<file path="config.mk">
export PLATFORM = sky130hd
export DESIGN_NAME = team_09_wbm_arbiter
export DESIGN_NICKNAME = d
export VERILOG_FILES = /design/src/rtl/team_09_wbm_arbiter.sv
export SDC_FILE = /design/constraint.sdc
export NUM_CORES = 1
export LEC_CHECK = 0
export BUFFER_PORTS_ARGS = -buffer_cell sky130_fd_sc_hd__buf_2
export CORE_MARGIN = 5
export CORE_UTILIZATION = 42
export CTS_BUF_LIST = sky130_fd_sc_hd__clkbuf_4
export DETAILED_ROUTE_END_ITERATION = 12
export PLACE_DENSITY = 0.79
export SKIP_LAST_GASP = 1
export SYNTH_ARGS = -nofsm -noshare
export SYNTH_HDL_FRONTEND = slang
export SYNTH_SLANG_ARGS = --single-unit
</file>
<file path="constraint.sdc">
create_clock -name clk_i -period 2.25 [get_ports clk_i]
set_clock_uncertainty 0.05 [all_clocks]
set_input_delay 0.1125 -clock clk_i [delete_from_list [all_inputs] [get_ports clk_i]]
set_output_delay 0.1125 -clock clk_i [all_outputs]
set_load 0.02 [all_outputs]
</file>
<file path="src/rtl/team_09_wbm_arbiter.sv">
// rtl/team_09_wbm_arbiter.sv - round-robin two-requester Wishbone classic master with ACK timeout
module team_09_wbm_arbiter #(
    parameter int TIMEOUT_CYCLES = 255,
    parameter int CNT_W          = 16
) (
    input  logic        clk_i,
    input  logic        nrst,
    input  logic        r0_req,
    input  logic        r0_we,
    input  logic [31:0] r0_adr,
    input  logic [31:0] r0_wdat,
    input  logic [3:0]  r0_sel,
    output logic        r0_done,
    input  logic        r1_req,
    input  logic        r1_we,
    input  logic [31:0] r1_adr,
    input  logic [31:0] r1_wdat,
    input  logic [3:0]  r1_sel,
    output logic        r1_done,
    output logic [31:0] rdat,
    output logic        err,
    output logic [31:0] ADR_O,
    output logic [31:0] DAT_O,
    output logic [3:0]  SEL_O,
    output logic        WE_O,
    output logic        STB_O,
    output logic        CYC_O,
    input  logic [31:0] DAT_I,
    input  logic        ACK_I
);

    typedef enum logic [1:0] {IDLE, BUS, DONE} state_t;

    localparam logic [CNT_W-1:0] CNT_LAST = CNT_W'(TIMEOUT_CYCLES - 1);

    state_t           state;
    logic [CNT_W-1:0] cnt;
    logic             last_grant;
    logic             gnt_id;
    logic             grant_sel;

    // On a tie the requester that did not finish last wins.
    always_comb begin
        grant_sel = 1'b0;
        if (r0_req && r1_req) begin
            grant_sel = ~last_grant;
        end else if (r1_req) begin
            grant_sel = 1'b1;
        end
    end

    always_ff @(posedge clk_i) begin
        if (!nrst) begin
            state      <= IDLE;
            cnt        <= '0;
            last_grant <= 1'b1;
            gnt_id     <= 1'b0;
            ADR_O      <= '0;
            DAT_O      <= '0;
            SEL_O      <= '0;
            WE_O       <= 1'b0;
            STB_O      <= 1'b0;
            CYC_O      <= 1'b0;
            r0_done    <= 1'b0;
            r1_done    <= 1'b0;
            rdat       <= '0;
            err        <= 1'b0;
        end else begin
            case (state)
                IDLE: begin
                    if (r0_req || r1_req) begin
                        ADR_O  <= grant_sel ? r1_adr  : r0_adr;
                        DAT_O  <= grant_sel ? r1_wdat : r0_wdat;
                        SEL_O  <= grant_sel ? r1_sel  : r0_sel;
                        WE_O   <= grant_sel ? r1_we   : r0_we;
                        CYC_O  <= 1'b1;
                        STB_O  <= 1'b1;
                        cnt    <= '0;
                        gnt_id <= grant_sel;
                        state  <= BUS;
                    end
                end
                BUS: begin
                    // ACK wins over a timeout landing on the same edge.
                    if (ACK_I) begin
                        CYC_O      <= 1'b0;
                        STB_O      <= 1'b0;
                        rdat       <= WE_O ? 32'h0 : DAT_I;
                        err        <= 1'b0;
                        r0_done    <= ~gnt_id;
                        r1_done    <= gnt_id;
                        last_grant <= gnt_id;
                        state      <= DONE;
                    end else if (cnt == CNT_LAST) begin
                        CYC_O      <= 1'b0;
                        STB_O      <= 1'b0;
                        rdat       <= 32'h0;
                        err        <= 1'b1;
                        r0_done    <= ~gnt_id;
                        r1_done    <= gnt_id;
                        last_grant <= gnt_id;
                        state      <= DONE;
                    end else begin
                        cnt <= cnt + 1'b1;
                    end
                end
                DONE: begin
                    r0_done <= 1'b0;
                    r1_done <= 1'b0;
                    state   <= IDLE;
                end
                default: begin
                    state <= IDLE;
                end
            endcase
        end
    end

endmodule

</file>
==> metrics <==
outcome=finished clean; crit path max fanout=54; count leader, synth=dfxtp_1; leading register cell type out of synthesis=dfxtp_1; Routability Congestion=a little over 0.8; Pwr Density=between 600 and 700 nW/um^2; final wirelength=21,600 um; commonest cells in the netlist=125 x dfxtp_1, 86 x nor2_1, 70 x a211oi_1, 69 x mux2i_1, 32 x a22o_1; PnR worst setup slack=around 0.098 ns; post-synth top area share=0.489; die area=between 10,000 and 15,000 sq um; vias per cell=5.52; Max IR drop VDD=around 0.46 mV; path type of the worst min-delay path=primary input to flip-flop; Achievable Freq=465 MHz; Initial Util=0.428; syn_nets=about 700; Tmin final=between 2 and 2.5 ns; Buf/Inv on CP=2; Area Growth Syn to Fin=71.3%; first-pass iteration count of the detailed router=5; WL/cell=19.0 um; Syn Area/Cell=9.75 sq um; area occupied by multi-input gates=2430 sq um; global-route wire length before repair=32,800 um; Tcrit/Tclk final=0.956; postcts setup bufs=0; setup violators final=0; number of CTS-inserted buffers=17; Reg clk slew, reported paths=0.11 ns; clk buf depth=2; CTS tree=built; worst slew pin tran=0.586 ns; height of the die=120 um; DRC Markers=0; CP Cell Sequence=a21boi_4, buf_12, mux2i_1, dlygate4sd3_1, a211oi_1; die width=120 um; # Max-Cap Violations=0; CTS Sinks=125; Hold Violations, Final=0; clk root buf=clkbuf_4; Startpoint Class=flip-flop; Vias=6,281; post-synthesis sequential area ratio=0.489; vias in the first global route=6,349; PostCTS Resize Cnt=0; synth top area cells=dfxtp_1 49%, mux2i_1 13%, a211oi_1 10%; Final nets=1,150; Seq cells post-synth=125; critical path's top delay family=buffers and inverters; CP endpoint kind=flip-flop; Post-Place Setup Slack=about 0.093 ns; Initial DRC Count=509; final HPWL from detailed placement=11,400 um; synth warn=0; share of layout cells above drive strength 1=0.338; total I/O pin count=281; register area=about 2500 sq um; area leader, netlist=dfxtp_1; max-slew violation count=0; Design Area, Final=8770 sq um; synth unique cells=38; CP required=2.61 ns; Arr. time, crit path=approximately 2.5 ns; Gate Count Post-Synth=525; EDFF count, synth=0; async set-reset flop share out of synthesis=0; initial antenna violation count=5; Critical Path Max Stage Delay=about 0.60 ns; port bufs=280; largest net degree at the start of global routing=55; Slowest-stage cell, CP=dlygate4sd3_1; Post-DP Area=6730 sq um; Post-DRT Antenna Nets=0; H-tree depth=4; Rel. slew slack=0.608; final-layout fill cell count=about 740; Total GRT Usage=0.287; row cnt=40; Worst-Skew Late Latency=0.53 ns; GRT overflow=0; Synth Cell Area=5120 sq um; WS Path Type=flip-flop to flip-flop; Leak=4.07 nW; Core Region=12,000 sq um
[stage by stage]
| step | hold WS (ns) | setup TNS, ns | power (mW) | std cells | utilization |
|---|---|---|---|---|---|
| global route | 0.0989 | -0.000741 | 5.96 | 1136 | 0.733 |
| floorplan | 0.134 | 0 | 3.23 | 525 | - |
| global placement | 0.272 | 0 | 3.67 | 928 | 0.562 |
| finish | 0.0702 | 0 | 5.73 | 1138 | 0.733 |
| CTS | 0.00592 | 0 | 5.62 | 1131 | 0.732 |
| detailed placement | 0.276 | 0 | 3.69 | 928 | 0.562 |
[logic make-up after synthesis]
logic type,Yosys count,synth area share
AO/OA/AOI/OAI,152,0.220
adder cells (fa/ha/maj),2,0.00489
buffers and inverters,48,0.0411
flip-flops,125,0.489
multiplexers,70,0.137
AND/OR/NAND/NOR,128,0.108
[power by group]
group	switching, mW	leakage, nW	total, mW	internal (mW)
clock	0.813	0.162	1.69	0.875
sequential	0.111	1.03	2.51	2.39
combinational	0.822	2.88	1.54	0.717
[layer usage]
layer | routed length, um | track usage | vias up
li1 | - | - | 2849
met1 | 7610 | 0.307 | 2896
met2 | 10600 | 0.487 | 433
met3 | 2180 | 0.0964 | 103
met4 | 1240 | 0.178 | 0
met5 | 0 | 0 | -
[worst register-to-register path, cell delays in order (launching register included)]
cell and delay [ns]:
dfxtp_1 0.35, a21boi_4 0.17, buf_12 0.35, mux2i_1 0.15
dlygate4sd3_1 0.60, a211oi_1 0.37
[path summary, 6_finish.rpt]
kind | from | endpoint | slack [ns] | depth (start not counted)
worst min-delay path | r0_req | state[0] | 0.07 | 3
worst min register to register | cnt[15] | cnt[15] | 0.43 | 1
worst max register to register | last_grant | DAT_O[5] | 0.1 | 5
worst max-delay path | last_grant | DAT_O[5] | 0.1 | 5
[flip-flops by register name, indices dropped and copies added, names as in the netlist]
register	count
SEL_O	4
WE_O	1
r0_done	1
last_grant	1
rdat	32
CYC_O	1
state	2
DAT_O	32
gnt_id	1
cnt	16
err	1
r1_done	1
ADR_O	32
[repair_timing]
item | 4_1_cts | 5_1_grt
endpoints found under the hold margin | 109 | 0
endpoints found under the setup margin | 0 | 8
hold buffers | 173 | 0
[area by class of cell]
type / count / share of cell area
Antenna cell: 7 / 0.00200
Clock inverter: 11 / 0.0171
Timing Repair Buffer: 471 / 0.378
Inverter: 6 / 0.00257
Sequential cell: 125 / 0.285
Multi-Input combinational cell: 352 / 0.277
Clock buffer: 19 / 0.0163
Tap cell: 147 / 0.0210
[layout by cell type, fill, tap and decap left out, types with 2 or more instances in the layout]
cell / n
a22o_1: 32
nor4_1: 3
clkinv_1: 4
diode_2: 7
nand2_1: 14
inv_1: 5
a21oi_1: 5
buf_4: 14
dlygate4sd3_1: 173
nor2_1: 86
clkbuf_4: 19
nand3_1: 8
mux2i_1: 69
clkinv_2: 3
buf_12: 4
nor2b_1: 2
ha_1: 2
or3_1: 2
a31oi_1: 4
dfxtp_1: 125
a211oi_1: 70
and3_1: 2
buf_2: 280
o31ai_1: 5
o21ai_1: 13
nand4_1: 5
o21ai_0: 13
bufinv_16: 4
No activity file was read; power rests on OpenSTA's default activity.
